===== src/rtl/tcp_app_notif_rx_pkg.sv =====
// Shared TCP NoC definitions used by the application new-flow notification receiver.
// Header flit layout, message type codes and the expected source fbits live here.
package tcp_app_notif_rx_pkg;

    localparam int NOC_DATA_WIDTH = 64;
    localparam int FLOWID_W       = 8;
    localparam int MSG_TYPE_W     = 8;
    localparam int MSG_LEN_W      = 8;
    localparam int FBITS_W        = 8;

    localparam logic [MSG_TYPE_W-1:0] TCP_NEW_FLOW_NOTIF     = 8'h03;
    localparam logic [FBITS_W-1:0]    TCP_RX_APP_NOTIF_FBITS = 8'h5A;

    typedef struct packed {
        logic [MSG_TYPE_W-1:0] msg_type;
        logic [MSG_LEN_W-1:0]  msg_len;
        logic [FBITS_W-1:0]    src_fbits;
        logic [FBITS_W-1:0]    dst_fbits;
    } tcp_noc_hdr_core;

    typedef struct packed {
        logic [FLOWID_W-1:0]    flowid;
        logic [31-FLOWID_W:0]   rsvd;
    } tcp_noc_hdr_inner;

    typedef struct packed {
        tcp_noc_hdr_core  core;
        tcp_noc_hdr_inner inner;
    } tcp_noc_hdr_flit;

    // A new-flow notification carries no body flits.
    function automatic logic is_new_flow_hdr(input logic [MSG_TYPE_W-1:0] msg_type,
                                             input logic [MSG_LEN_W-1:0]  msg_len);
        return (msg_type == TCP_NEW_FLOW_NOTIF) && (msg_len == '0);
    endfunction

endpackage


===== src/rtl/tcp_app_notif_rx_if.sv =====
// NoC-side flit handshake and application-side new-flow handshake of the receiver.
interface tcp_app_notif_rx_if;
    import tcp_app_notif_rx_pkg::*;

    logic                      noc0_ctovr_app_notif_rx_val;
    logic [NOC_DATA_WIDTH-1:0] noc0_ctovr_app_notif_rx_data;
    logic                      app_notif_rx_noc0_ctovr_rdy;
    logic                      app_new_flow_val;
    logic [FLOWID_W-1:0]       app_new_flow_flowid;
    logic                      app_new_flow_rdy;

    modport slave (
        input  noc0_ctovr_app_notif_rx_val,
        input  noc0_ctovr_app_notif_rx_data,
        output app_notif_rx_noc0_ctovr_rdy,
        output app_new_flow_val,
        output app_new_flow_flowid,
        input  app_new_flow_rdy
    );

    modport master (
        output noc0_ctovr_app_notif_rx_val,
        output noc0_ctovr_app_notif_rx_data,
        input  app_notif_rx_noc0_ctovr_rdy,
        input  app_new_flow_val,
        input  app_new_flow_flowid,
        output app_new_flow_rdy
    );

endinterface


===== src/rtl/tcp_app_notif_fifo.sv =====
// Pointer-based FIFO holding pending new-flow ids; pointers carry one extra wrap bit
// so full and empty are both decoded from registered pointers alone.
module tcp_app_notif_fifo #(
    parameter int WIDTH = 8,
    parameter int DEPTH = 4
) (
    input  logic             clk,
    input  logic             rst_n,
    input  logic             push,
    input  logic [WIDTH-1:0] push_data,
    input  logic             pop,
    output logic [WIDTH-1:0] pop_data,
    output logic             full,
    output logic             empty
);

    localparam int AW = $clog2(DEPTH);
    localparam logic [AW:0] PTR_ONE = {{AW{1'b0}}, 1'b1};

    logic [AW:0]      wr_ptr;
    logic [AW:0]      rd_ptr;
    logic [WIDTH-1:0] mem [DEPTH];
    logic             do_push;
    logic             do_pop;

    assign empty   = (wr_ptr == rd_ptr);
    assign full    = (wr_ptr[AW] != rd_ptr[AW]) && (wr_ptr[AW-1:0] == rd_ptr[AW-1:0]);
    assign do_push = push && !full;
    assign do_pop  = pop && !empty;
    assign pop_data = mem[rd_ptr[AW-1:0]];

    always_ff @(posedge clk or negedge rst_n) begin
        if (!rst_n) begin
            wr_ptr <= '0;
            rd_ptr <= '0;
        end else begin
            if (do_push) wr_ptr <= wr_ptr + PTR_ONE;
            if (do_pop)  rd_ptr <= rd_ptr + PTR_ONE;
        end
    end

    always_ff @(posedge clk) begin
        if (do_push) mem[wr_ptr[AW-1:0]] <= push_data;
    end

endmodule


===== src/rtl/tcp_app_notif_rx.sv =====
// Receives TCP new-flow notification headers from the NoC and queues their flowids for the app.
// Define TCP_APP_NOTIF_SRC_CHECK_EN to also require the header source fbits to match.
module tcp_app_notif_rx
    import tcp_app_notif_rx_pkg::*;
#(
    parameter int NOTIF_FIFO_DEPTH = 4,
    parameter int DROP_CNT_W       = 16
) (
    input  logic                  clk,
    input  logic                  rst_n,
    tcp_app_notif_rx_if.slave     bus,
    output logic [DROP_CNT_W-1:0] notif_drop_cnt
);

    typedef enum logic {
        RX_HDR,
        RX_DRAIN
    } rx_state_e;

    localparam logic [MSG_LEN_W-1:0]  LEN_ONE = {{(MSG_LEN_W-1){1'b0}}, 1'b1};
    localparam logic [DROP_CNT_W-1:0] CNT_ONE = {{(DROP_CNT_W-1){1'b0}}, 1'b1};

    rx_state_e             state;
    rx_state_e             state_next;
    logic [MSG_LEN_W-1:0]  remaining;
    logic [MSG_LEN_W-1:0]  remaining_next;
    logic                  out_of_reset;
    tcp_noc_hdr_flit       hdr;
    logic                  hdr_accept;
    logic                  flit_xfer;
    logic                  push;
    logic                  drop;
    logic                  pop;
    logic                  fifo_full;
    logic                  fifo_empty;
    logic                  unused_hdr_bits;

    assign hdr = bus.noc0_ctovr_app_notif_rx_data;

`ifdef TCP_APP_NOTIF_SRC_CHECK_EN
    assign hdr_accept = is_new_flow_hdr(hdr.core.msg_type, hdr.core.msg_len)
                        && (hdr.core.src_fbits == TCP_RX_APP_NOTIF_FBITS);
`else
    assign hdr_accept = is_new_flow_hdr(hdr.core.msg_type, hdr.core.msg_len);
`endif

    assign unused_hdr_bits = ^{hdr.core.src_fbits, hdr.core.dst_fbits, hdr.inner.rsvd};

    // Ready looks only at registered pointers, so a pop in the same cycle cannot open the gate.
    assign bus.app_notif_rx_noc0_ctovr_rdy = out_of_reset && ((state == RX_DRAIN) || !fifo_full);
    assign flit_xfer = bus.noc0_ctovr_app_notif_rx_val && bus.app_notif_rx_noc0_ctovr_rdy;

    assign bus.app_new_flow_val = !fifo_empty;
    assign pop = bus.app_new_flow_val && bus.app_new_flow_rdy;

    always_comb begin
        state_next     = state;
        remaining_next = remaining;
        push           = 1'b0;
        drop           = 1'b0;
        case (state)
            RX_HDR: begin
                if (flit_xfer) begin
                    push = hdr_accept;
                    drop = !hdr_accept;
                    if (hdr.core.msg_len != '0) begin
                        state_next     = RX_DRAIN;
                        remaining_next = hdr.core.msg_len;
                    end
                end
            end
            RX_DRAIN: begin
                if (flit_xfer) begin
                    remaining_next = remaining - LEN_ONE;
                    if (remaining == LEN_ONE) state_next = RX_HDR;
                end
            end
            default: state_next = RX_HDR;
        endcase
    end

    always_ff @(posedge clk or negedge rst_n) begin
        if (!rst_n) begin
            state          <= RX_HDR;
            remaining      <= '0;
            out_of_reset   <= 1'b0;
            notif_drop_cnt <= '0;
        end else begin
            state        <= state_next;
            remaining    <= remaining_next;
            out_of_reset <= 1'b1;
            if (drop && (notif_drop_cnt != {DROP_CNT_W{1'b1}}))
                notif_drop_cnt <= notif_drop_cnt + CNT_ONE;
        end
    end

    tcp_app_notif_fifo #(
        .WIDTH (FLOWID_W),
        .DEPTH (NOTIF_FIFO_DEPTH)
    ) u_fifo (
        .clk       (clk),
        .rst_n     (rst_n),
        .push      (push),
        .push_data (hdr.inner.flowid),
        .pop       (pop),
        .pop_data  (bus.app_new_flow_flowid),
        .full      (fifo_full),
        .empty     (fifo_empty)
    );

endmodule


===== src/flat_wrapper.sv =====
// flat-port wrapper written by rule: the top's interface ports become plain ports
module tcp_app_notif_rx_flat import tcp_app_notif_rx_pkg::*;
#(
    parameter int NOTIF_FIFO_DEPTH = 4,
    parameter int DROP_CNT_W       = 16
)
  (clk, rst_n, notif_drop_cnt, bus_noc0_ctovr_app_notif_rx_val, bus_noc0_ctovr_app_notif_rx_data, bus_app_notif_rx_noc0_ctovr_rdy, bus_app_new_flow_val, bus_app_new_flow_flowid, bus_app_new_flow_rdy);
  tcp_app_notif_rx_if bus_i ();
  input  logic clk;
  input  logic rst_n;
  output logic [DROP_CNT_W-1:0] notif_drop_cnt;
  input wire logic [$bits(bus_i.noc0_ctovr_app_notif_rx_val)-1:0] bus_noc0_ctovr_app_notif_rx_val;
  input wire logic [$bits(bus_i.noc0_ctovr_app_notif_rx_data)-1:0] bus_noc0_ctovr_app_notif_rx_data;
  output wire logic [$bits(bus_i.app_notif_rx_noc0_ctovr_rdy)-1:0] bus_app_notif_rx_noc0_ctovr_rdy;
  output wire logic [$bits(bus_i.app_new_flow_val)-1:0] bus_app_new_flow_val;
  output wire logic [$bits(bus_i.app_new_flow_flowid)-1:0] bus_app_new_flow_flowid;
  input wire logic [$bits(bus_i.app_new_flow_rdy)-1:0] bus_app_new_flow_rdy;
  assign bus_i.noc0_ctovr_app_notif_rx_val = bus_noc0_ctovr_app_notif_rx_val;
  assign bus_i.noc0_ctovr_app_notif_rx_data = bus_noc0_ctovr_app_notif_rx_data;
  assign bus_app_notif_rx_noc0_ctovr_rdy = bus_i.app_notif_rx_noc0_ctovr_rdy;
  assign bus_app_new_flow_val = bus_i.app_new_flow_val;
  assign bus_app_new_flow_flowid = bus_i.app_new_flow_flowid;
  assign bus_i.app_new_flow_rdy = bus_app_new_flow_rdy;
  tcp_app_notif_rx #(.NOTIF_FIFO_DEPTH(NOTIF_FIFO_DEPTH), .DROP_CNT_W(DROP_CNT_W)) u_core (.clk(clk), .rst_n(rst_n), .bus(bus_i), .notif_drop_cnt(notif_drop_cnt));
endmodule

===== config.mk =====
export PLATFORM = sky130hd
export DESIGN_NAME = tcp_app_notif_rx_flat
export DESIGN_NICKNAME = d
export VERILOG_FILES = /design/src/rtl/tcp_app_notif_rx_pkg.sv /design/src/rtl/tcp_app_notif_rx_if.sv /design/src/rtl/tcp_app_notif_fifo.sv /design/src/rtl/tcp_app_notif_rx.sv /design/src/flat_wrapper.sv
export SDC_FILE = /design/constraint.sdc
export NUM_CORES = 1
export LEC_CHECK = 0
export CAP_MARGIN = 20
export CORE_MARGIN = 4
export CORE_UTILIZATION = 52
export CTS_BUF_LIST = sky130_fd_sc_hd__clkbuf_2
export DETAILED_ROUTE_END_ITERATION = 7
export GPL_ROUTABILITY_DRIVEN = 0
export PLACE_DENSITY = 0.85
export SLEW_MARGIN = 20
export SYNTH_ARGS = -nofsm -noshare
export SYNTH_HDL_FRONTEND = slang
export SYNTH_SLANG_ARGS = --single-unit

===== constraint.sdc =====
create_clock -name clk -period 4.2 [get_ports clk]
set_clock_uncertainty 0.1 [all_clocks]
set_input_delay 0.63 -clock clk [delete_from_list [all_inputs] [get_ports clk]]
set_output_delay 0.63 -clock clk [all_outputs]
set_load 0.005 [all_outputs]

Word level (Yosys, flattened, before mapping)
Memory sizes are Yosys's and may differ from the RTL's.
Index checks and enable logic that the tools add are counted.
{"block": "word_totals", "ram_bits": 32, "regBits": 32, "output_inout_bits": 26, "word_cells": 51, "n_memories": 1, "inputBits": 68}
{"name": "u_core.u_fifo.mem", "words": 4, "width": 8, "rd": 1, "rd_clocked_by_memory_dff": 0, "wr": 1, "line_no": "tcp_app_notif_fifo.sv:22", "text": "logic [WIDTH-1:0] mem [DEPTH];"}
{"block": "op_classes", "addsub": 4, "n_mux": 15, "bitwise_logic": 1, "reduce_logical": 15, "eq_ne": 9}
{"cell": "two-way mux 8 bit", "count": 3}
{"cell": "adder 16 x 1 -> 16 bit (second input constant)", "count": 1}
{"cell": "inequality test 16 bit (second input constant)", "count": 1}
{"cell": "case mux 8 bit (2 select lines)", "count": 1}
{"cell": "two-way mux 1 bit", "count": 10}
{"cell": "== test 8 x 1 -> 1 bit (second input constant)", "count": 1}
{"cell": "== test 8 x 2 -> 1 bit (second input constant)", "count": 1}
{"cell": "logical AND 1 bit", "count": 8}
{"cell": "zero test 8 bit", "count": 1}
{"cell": "nonzero test 8 bit", "count": 1}
{"cell": "subtractor 8 x 1 -> 8 bit (second input constant)", "count": 1}
{"cell": "adder 3 x 1 -> 3 bit (second input constant)", "count": 2}
{"cell": "inequality test 2 x 1 -> 1 bit (second input constant)", "count": 2}
{"cell": "== test 3 bit", "count": 1}
{"cell": "zero test 1 bit", "count": 3}
{"cell": "AND reduction 3 bit", "count": 1}
{"cell": "== test 2 bit", "count": 1}
{"cell": "inequality test 2 bit (second input constant)", "count": 1}
{"cell": "case mux 1 bit (2 select lines)", "count": 1}
{"cell": "logical OR 1 bit", "count": 1}
{"cell": "inequality test 1 bit", "count": 1}
{"cell": "NOT 1 bit", "count": 1}

Depth between registers and ports, before layout
Gate-level depths: netlist (run 1).
{"block": "logic_depth", "depth_word": 11, "mapped_depth": 7, "depth_no_buf": 7}

By module
A second synthesis (run 1) with hierarchy kept.
{"block": "hier_totals", "cells_unflattened": 245, "hier_area_um2": 3103.0}
{"module": "tcp_app_notif_fifo", "n_inst": 1, "area_each_um2": 1629.1, "cells_per_inst": 90, "seq_area_each_um2": 1111.1}
{"module": "tcp_app_notif_rx", "n_inst": 1, "area_each_um2": 1473.9, "cells_per_inst": 155, "seq_area_each_um2": 650.6}

Worst setup path before layout (run 1)
No wires, ideal clock.
{"block": "synth_path", "path_kind": "input to register", "startpoint": "in bus_noc0_ctovr_app_notif_rx_data[54]", "endpoint": "mem u_core.u_fifo.mem[3][0], enable pin", "arrival_ps": 1914, "slack_ps": 1847, "n_path_buf": 0, "required_time_ps": 3761, "setup_time_ps": 339, "cell_stages": 4, "cell_sequence": "nor4_1 nand4_1 nor4b_4 and2_1"}
{"block": "synth_via", "elab_chain_len": 7}
{"item": "from (decl)", "line_no": "flat_wrapper.sv:13", "text": "input wire logic [$bits(bus_i.noc0_ctovr_app_notif_rx_data)-1:0] bus_noc0_ctovr_app_notif_rx_data;"}
{"item": "zero test 8 bit", "line_no": "tcp_app_notif_rx_pkg.sv:34", "text": "return (msg_type == TCP_NEW_FLOW_NOTIF) && (msg_len == '0);"}
{"item": "logical AND 1 bit", "line_no": "tcp_app_notif_rx_pkg.sv:34"}
{"item": "two-way mux 1 bit", "line_no": "tcp_app_notif_rx.sv:63", "text": "if (flit_xfer) begin"}
{"item": "two-way mux 1 bit", "line_no": "tcp_app_notif_rx.sv:61", "text": "case (state)"}
{"item": "logical AND 1 bit", "line_no": "tcp_app_notif_fifo.sv:28", "text": "assign do_push = push && !full;"}
{"item": "two-way mux 1 bit", "line_no": "tcp_app_notif_fifo.sv:43", "text": "if (do_push) mem[wr_ptr[AW-1:0]] <= push_data;"}
{"item": "two-way mux 1 bit (implied by the code)", "line_no": "tcp_app_notif_fifo.sv:43"}
{"item": "to (decl)", "line_no": "tcp_app_notif_fifo.sv:22"}
Every way passes these cells.

Worst setup path after layout (run 1)
{"block": "layout_path", "startpoint": "reg u_core.u_fifo.rd_ptr[0]", "endpoint": "out bus_app_notif_rx_noc0_ctovr_rdy"}
{"block": "layout_via", "elab_chain_len": 5}
{"item": "from (decl)", "line_no": "tcp_app_notif_fifo.sv:21", "text": "logic [AW:0] rd_ptr;"}
{"item": "from (signal assigned)", "line_no": "tcp_app_notif_fifo.sv:38", "text": "if (do_pop) rd_ptr <= rd_ptr + PTR_ONE;"}
{"item": "== test 2 bit", "line_no": "tcp_app_notif_fifo.sv:27", "text": "assign full = (wr_ptr[AW] != rd_ptr[AW]) && (wr_ptr[AW-1:0] == rd_ptr[AW-1:0]);"}
{"item": "logical AND 1 bit", "line_no": "tcp_app_notif_fifo.sv:27"}
{"item": "zero test 1 bit", "line_no": "tcp_app_notif_rx.sv:50", "text": "assign bus.app_notif_rx_noc0_ctovr_rdy = out_of_reset && ((state == RX_DRAIN) || !fifo_full);"}
{"item": "logical OR 1 bit", "line_no": "tcp_app_notif_rx.sv:50"}
{"item": "logical AND 1 bit", "line_no": "tcp_app_notif_rx.sv:50"}
{"item": "to (decl)", "line_no": "flat_wrapper.sv:14", "text": "output wire logic [$bits(bus_i.app_notif_rx_noc0_ctovr_rdy)-1:0] bus_app_notif_rx_noc0_ctovr_rdy;"}
Every way passes these cells.

==> run metrics, run 1 <==
Total GRT Usage 0.174; H-tree depth 3; Setup crit end kind output port; CP Launch Type flop; vias in the first global route 2,105; Final Cycle Share 0.768; root buffer cell clkbuf_2; Slew @ Worst Pin between 0.6 and 0.7 ns; via/cell ratio roughly 5.5; fin crit period 3.22 ns; row cnt 27; Synth area leader edfxtp_1; slowest cell on the critical path dfrtp_1; Resize count post-CTS 0; Pwr Density between 400 and 500 mW/mm^2; Post-DP Area ~0.0036 sq mm; DRT antenna net count 0; Clk Latency, worst-skew pair 0.50 ns; worst r2r path cells 4; Max Fanout on Critical Path 11; final hold slack between 0.3 and 0.4 ns; MaxCap Viol Count 0; Die W 84.5 um; Die H 84.5 um; Synth Cell Area about 0.0030 sq mm; Synth Net Count 311; Routed WL per cell approximately 16 um; Worst-path clk slew 0.19 ns; Peak VDD IR approximately 0.34 mV; final wirelength 5.82 mm; Fmax achieved 310 MHz; area delta synth->final 23.8%; ant diodes 0; Design Area, Final 0.00377 sq mm; first-pass GRT wire length 9.73 mm; total power 1.73 mW; Longest Clk Path Bufs 2; TritonCTS Buffers 9; crit path DAT 2.49 ns; non-filler cells, final 370; hold buffers post-CTS 0; number of enable flip-flop cells after synthesis 32; Sink Count between 60 and 70; antenna violations before repair 0; core region area 0.00557 sq mm; Synth warnings 0; Post CTS Setup Buffer Count 0; DP Cell Count around 350; post-synth top area share 0.316; share of cells above drive strength 1 0.114; drt drc 0; Async SR Flop Fraction 0.500; Final Util 0.676; Synth Flop Type edfxtp_1; Slew Viols, Final 0; hold crit path type primary input to async pin; DP Worst Slack around 0.95 ns; DP HPWL 4.17 mm; register area share after synthesis 0.579; Final Hold Vio Count 0; status finished clean; #FFs+latches synth 64; crit-path cells xnor2_1 > nand3_1 > o21a_1 > clkdlybuf4s50_1; grt ovf 0; via count 2,045; largest net degree at the start of global routing 33; WP data required around 3.5 ns; Rel. slew slack 0.534; DR iter-0 viols 104; TritonRoute pass-1 iters 4; synth unique cells 44; input/output buffers 53; CTS tree done; RSZ-0062 raised after global routing false; worst setup margin around 0.98 ns; # setup viols final 0; Leak around 1.5 nW; initial cell density of the core 0.546; io pins 94; crit path kind flop to output port; main area contributors after synthesis edfxtp_1, dfrtp_1, mux4_2; Die ar. 0.00714 sq mm; Slowest Stage Delay on Critical Path a little under 0.8 ns; syn avg cell area ~13 sq um; Post-Synthesis Cells 235; setup TNS 0 ns; Layout Nets 369
==> area by class of cell <==
class                           instances  area [sq um]
Clock inverter                          7          95.1
Inverter                               10          37.5
Sequential cell                        64          1760
Fill cell                             437          1810
Tap cell                               72          90.1
Multi-Input combinational cell        154          1200
Clock buffer                            9          45.0
Timing Repair Buffer                   54           538
==> report_power, final <==
| group | internal [mW] | switching [mW] |
|---|---|---|
| Combinational | 0.289 | 0.183 |
| Clock | 0.198 | 0.228 |
| Sequential | 0.708 | 0.120 |
==> state kept, by name, indices dropped and copies added (netlist names) <==
| register | count |
|---|---|
| u_core.u_fifo.mem | 32 |
| u_core.notif_drop_cnt | 16 |
| u_core.remaining | 8 |
| u_core.u_fifo.rd_ptr | 3 |
| u_core.u_fifo.wr_ptr | 3 |
| u_core.out_of_reset | 1 |
| u_core.state | 1 |
==> Yosys cell counts, types with 6 or more instances <==
cell type and n:
a21oi_1 9, and2_1 6, dfrtp_1 32, edfxtp_1 32, ha_1 8, inv_1 10, mux4_2 6, nand2_1 16
nand3_1 13, nor2_1 14, o21ai_0 6, o22ai_1 7, xnor2_1 9, xor2_1 11
==> cell families after synthesis <==
group,count (synthesis),synth area share
buf+inv,17,0.0271
mux,15,0.0876
other cells,1,0.00123
fa+ha+maj,8,0.0329
flops,64,0.579
simple gates,77,0.144
xor+xnor,20,0.0576
compound gates,33,0.0703
==> cells in the final DEF (no fill, tap or decap), drive strengths merged, types with 2 or more instances in the layout <==
cell type,count
a21boi,5
a21oi,9
and2,6
bufinv,2
clkbuf,9
clkdlybuf4s50,53
clkinv,3
dfrtp,32
edfxtp,32
ha,8
inv,11
mux2,4
mux2i,3
mux4,8
nand2,16
nand3,13
nand4,3
nor2,14
nor3,8
nor4,5
nor4b,4
o21ai,6
o22ai,7
or4,3
xnor2,9
xor2,11
==> final timing paths <==
kind,startpoint,slack (ns),to
min reg2reg,u_core.notif_drop_cnt[13]$_DFFE_PN0P_,0.41,u_core.notif_drop_cnt[13]$_DFFE_PN0P_
max in group asynchronous,rst_n,3.29,u_core.remaining[0]$_DFFE_PN0P_
max,u_core.u_fifo.rd_ptr[0]$_DFFE_PN0P_,0.98,bus_app_notif_rx_noc0_ctovr_rdy
min,rst_n,0.40,u_core.u_fifo.rd_ptr[2]$_DFFE_PN0P_
min in group clk,u_core.notif_drop_cnt[13]$_DFFE_PN0P_,0.41,u_core.notif_drop_cnt[13]$_DFFE_PN0P_
max reg2reg,u_core.u_fifo.rd_ptr[0]$_DFFE_PN0P_,1.57,u_core.u_fifo.mem[3][2]$_DFFE_PP_
==> worst max-delay path: cells and delay by family (launching register included) <==
family / cells / cell delay, ns
xor+xnor: 1 / 0.26
simple gates: 1 / 0.26
flops: 1 / 0.79
buf+inv: 1 / 0.45
compound gates: 1 / 0.23
==> layer usage <==
layer	track usage	up-vias	wire length (um)
li1	-	991	-
met1	0.219	994	2480
met2	0.280	46	2990
met3	0.0500	14	228
met4	0.0763	0	125
met5	0	-	0
No activity file was read; power rests on OpenSTA's default activity.
==> run 2, diff against run 1 <==
Settings changed: CORE_UTILIZATION 52 to 44, PLACE_DENSITY 0.85 to 0.76.
Clock period 4.2 ns to 2.7 ns, I/O delays scaled along.
==> run 2 against run 1 <==
Non-clock buffer count up 17; final area grew 5.0%; register-to-register slack worse by 1.2 ns.
==> run metrics, run 2 (synthesized netlist as in run 1, its figures left out) <==
Peak VDD IR 0.296 mV; CP startpoint u_core.u_fifo.rd_ptr[0]$_DFFE_PN0P_; Post-DP Area 0.00379 sq mm; WP data required 2.19 ns; Pwr Density 690 mW/mm^2; Layout Nets 386; CTS tree done; setup TNS 0 ns; Setup crit end kind output port; root buffer cell clkbuf_2; Routed WL per cell 16.0 um; grt ovf 0; RSZ-0062 raised after global routing false; H-tree depth 3; TritonRoute pass-1 iters 4; first-pass GRT wire length approximately 11 mm; Fmax achieved 394 MHz; Slew Viols, Final 0; via/cell ratio between 5 and 6; GR peak layer met2; Max Fanout on Critical Path 6; met1 usage 0.220; MaxCap Viol Count 0; Filler cells 533; worst reg2reg path startpoint u_core.notif_drop_cnt[0]$_DFFE_PN0P_; hold buffers post-CTS 0; Slew @ Worst Pin approximately 0.56 ns; DP HPWL 4.43 mm; Longest Clk Path Bufs 2; total power 2.73 mW; crit path DAT 2.04 ns; core region area just under 0.007 sq mm; row cnt 30; largest net degree at the start of global routing 33; Sink Count 64; Die H 91.2 um; TritonCTS Buffers 9; Final Cycle Share 0.941; DP Worst Slack 0.0478 ns; commonest non-fill, non-tap cell in the layout clkdlybuf4s50_1; worst r2r path cells 7; via count ~2,100; hold crit path type primary input to async pin; Die ar. 0.00831 sq mm; area delta synth->final 29.9%; Total GRT Usage 0.164; ant diodes 0; Final Hold Vio Count 0; antenna violations before repair 0; io pins between 90 and 100; GR Util met3 0.0472; Leak approximately 1.6 nW; Worst-path clk slew about 0.20 ns; Die W just over 90 um; DR iter-0 viols 146; status finished clean; R2R setup slack approximately 0.4 ns; input/output buffers 53; fin crit period 2.54 ns; vias in the first global route 2,186; worst setup margin 0.160 ns; drt drc 0; Rel. slew slack 0.625; GR Util met2 0.250; share of cells above drive strength 1 0.165; RR Endpoint u_core.notif_drop_cnt[11]$_DFFE_PN0P_; initial cell density of the core 0.450; CP Launch Type flop; DRT antenna net count 0; Clk Latency, worst-skew pair 0.49 ns; footprint of the multi-input gates 0.00122 sq mm; Design Area, Final 0.00395 sq mm; final wirelength 6.31 mm; max reg flops 32; most frequent cells in the layout clkdlybuf4s50_1, dfrtp_1, edfxtp_1; Reg area between 0.0015 and 0.002 sq mm; crit path kind flop to output port; # setup viols final 0
[run 2: critical path, cell delays in order, from the launching register on]
cell	delay, ns
dfrtp_1	0.44
buf_6	0.16
xnor2_4	0.17
nand3_1	0.12
o21a_1	0.19
clkdlybuf4s50_1	0.48
[run 2: worst max path at each step]
| stage | to | slack (ns) | cells after the start |
|---|---|---|---|
| detailed placement | u_core.u_fifo.mem[1][5]$_DFFE_PP_ | 0.05 | 6 |
| finish | bus_app_notif_rx_noc0_ctovr_rdy | 0.16 | 5 |
| global route | bus_app_notif_rx_noc0_ctovr_rdy | 0.004 | 5 |
| CTS | bus_app_new_flow_flowid[2] | 0.01 | 3 |
| global placement | u_core.u_fifo.mem[3][6]$_DFFE_PP_ | 0.03 | 6 |
| floorplan | u_core.notif_drop_cnt[1]$_DFFE_PN0P_ | 0.53 | 6 |
[run 2: final cells by class]
type / count / share of cell area
Clock buffer: 9 / 0.0114
Sequential cell: 64 / 0.446
Tap cell: 80 / 0.0253
Inverter: 10 / 0.00950
Multi-Input combinational cell: 154 / 0.310
Clock inverter: 7 / 0.0180
Timing Repair Buffer: 71 / 0.180
[run 2: through the flow]
step                      cells   util  hold slack, ns
final                       395  0.585           0.184
after global routing        395  0.585           0.159
after CTS                   394  0.580           0.163
after detailed placement    378  0.561           0.375
after global placement      378  0.561           0.374
after floorplan             235      -         0.00941
[run 2: power breakdown]
| part | total, mW | switching, mW | internal (mW) |
|---|---|---|---|
| clock | 0.584 | 0.370 | 0.213 |
| combinational | 0.910 | 0.386 | 0.524 |
| sequential | 1.23 | 0.130 | 1.10 |
[run 2: routing by layer]
| layer | vias up | wire, um | part of all wire |
|---|---|---|---|
| met3 | 12 | 300 | 0.048 |
| met1 | 1045 | 2840 | 0.45 |
| met2 | 71 | 3050 | 0.48 |
| met5 | - | 0 | 0 |
| met4 | 0 | 121 | 0.019 |
| li1 | 1021 | - | - |
[run 2: repair_timing]
action                     in CTS  in global routing
setup buffers                   0                  1
resized for setup               2                  4
setup endpoints to repair       2                  3
==> run 3, diff against run 2 <==
Settings changed: SETUP_SLACK_MARGIN from default to 0.5.
==> run 3 against run 2 <==
Global-route usage rose by 0.76 points; total power rose by 3.1%; final area up 2.3%; first-iteration DRC count rose by 47%; critical path depth is 2 lower; worst setup slack improved by 0.27 ns; combinational power grew 7.1%; critical endpoint is now bus_app_new_flow_flowid[2]; hold slack got worse by 0.011 ns.
==> run metrics, run 3 (synthesized netlist as in run 1, its figures left out) <==
status finished clean; max reg flops 32; via count 2,201; initial cell density of the core 0.450; Peak VDD IR 0.304 mV; first-pass GRT wire length 11.2 mm; switching power 0.956 mW; row cnt 30; Final Hold Vio Count 0; root buffer cell clkbuf_2; ant diodes 0; input/output buffers 53; largest net degree at the start of global routing 33; vias in the first global route between 2,000 and 2,500; worst reg2reg path startpoint u_core.notif_drop_cnt[0]$_DFFE_PN0P_; Total GRT Usage 0.172; Pwr Density between 600 and 700 mW/mm^2; DRT antenna net count 0; drt drc 0; area delta synth->final 32.9%; Routed WL per cell approximately 17 um; io pins 94; total power around 2.8 mW; hold crit path type primary input to async pin; Slew @ Worst Pin 0.636 ns; power share of the clock group 0.209; worst r2r path cells 7; Clk Latency, worst-skew pair 0.50 ns; RSZ-0062 raised after global routing true; H-tree depth 3; via/cell ratio approximately 5.5; Fmax achieved 441 MHz; # setup viols final 0; Switching Share 0.340; share of cells above drive strength 1 0.249; Layout Nets 392; Comb power frac 0.347; crit path DAT approximately 1.8 ns; total internal power around 1.9 mW; DR iter-0 viols 214; grt ovf 0; crit path kind flop to output port; hold buffers post-CTS 0; TritonRoute pass-1 iters 4; Slew Viols, Final 0; CP Launch Type flop; Rel. slew slack 0.576; most frequent cells in the layout clkdlybuf4s50_1, dfrtp_1, edfxtp_1; TritonCTS Buffers 9; MaxCap Viol Count 0; core region area about 0.0068 sq mm; Die H 91.2 um; commonest non-fill, non-tap cell in the layout clkdlybuf4s50_1; Die ar. 0.00831 sq mm; Final Cycle Share 0.840; R2R setup slack 0.54 ns; setup TNS 0 ns; Reg power frac 0.444; CP startpoint u_core.u_fifo.rd_ptr[0]$_DFFE_PN0P_; Leak 1.65 nW; CTS tree done; antenna violations before repair 0; Longest Clk Path Bufs 2; WP data required 2.19 ns; final wirelength about 6.7 mm; DP HPWL roughly 4.4 mm; Filler cells ~530; Max Fanout on Critical Path 6; Sink Count 64; RR Endpoint u_core.notif_drop_cnt[11]$_DFFE_PN0P_; fin crit period 2.27 ns; Setup crit end kind output port; Die W 91.2 um; Worst-path clk slew 0.19 ns
-- run 3: cell count changes in the layout (fill, tap and decap cells not counted), moves of 3 or more --
cell / delta
buf_2: +10
buf_4: +3
buf_6: +3
clkdlybuf4s50_1: -8
nor3_1: -3
-- run 3: worst max-delay path by stage --
| stage | endpoint | slack, ns | cells past startpoint |
|---|---|---|---|
| after floorplan | u_core.notif_drop_cnt[1]$_DFFE_PN0P_ | 0.53 | 6 |
| after global placement | u_core.u_fifo.mem[3][6]$_DFFE_PP_ | 0.03 | 6 |
| after detailed placement | u_core.u_fifo.mem[1][5]$_DFFE_PP_ | 0.05 | 6 |
| after CTS | bus_app_new_flow_flowid[2] | 0.38 | 3 |
| after global routing | bus_app_new_flow_flowid[6] | 0.30 | 4 |
| final | bus_app_new_flow_flowid[2] | 0.43 | 3 |
-- run 3: power by group through the flow --
stage / clock (mW) / sequential (mW) / combinational (mW)
after global placement: 0 / 1.24 / 0.841
after floorplan: 0 / 1.20 / 0.547
final: 0.588 / 1.25 / 0.975
after detailed placement: 0 / 1.25 / 0.872
after CTS: 0.601 / 1.23 / 0.920
after global routing: 0.652 / 1.26 / 1.08
-- run 3: layer usage --
| metal | routed length [um] | vias up | track usage | part of all wire |
|---|---|---|---|---|
| met2 | 3320 | 79 | 0.264 | 0.50 |
| li1 | - | 1029 | - | - |
| met5 | 0 | - | 0 | 0 |
| met4 | 143 | 0 | 0.0779 | 0.021 |
| met1 | 2870 | 1077 | 0.226 | 0.43 |
| met3 | 346 | 16 | 0.0481 | 0.052 |
-- run 3: what timing repair did --
item | CTS | global route
endpoints found under the setup margin | 24 | 23
pin swaps | 2 | 7
gates resized for setup | 53 | 12
buffers inserted | 4 | 3
-- run 3: final cells by class --
class | instances | area [sq um] | share of cell area
clock inverters | 7 | 71.3 | 0.0176
flip-flops and latches | 64 | 1760 | 0.436
multi-input cells | 154 | 1320 | 0.325
inverters | 10 | 37.5 | 0.00928
repair buffers | 77 | 713 | 0.176
well taps | 80 | 100 | 0.0247
clock buffers | 9 | 45.0 | 0.0111
-- run 3: per-stage QoR --
stage	setup WS, ns	instance area, sq um	cells	hold WS [ns]	utilization
after global placement	0.0262	3790	378	0.374	0.561
after floorplan	0.525	3040	235	0.00941	-
final	0.432	4050	401	0.173	0.599
after global routing	0.300	4050	401	0.171	0.599
after CTS	0.379	3960	398	0.163	0.586
after detailed placement	0.0478	3790	378	0.375	0.561
-- run 3: worst max-delay path, stage by stage, from the launching register on --
cell,delay (ns)
dfrtp_1,0.43
buf_6,0.18
mux4_2,0.51
buf_2,0.15
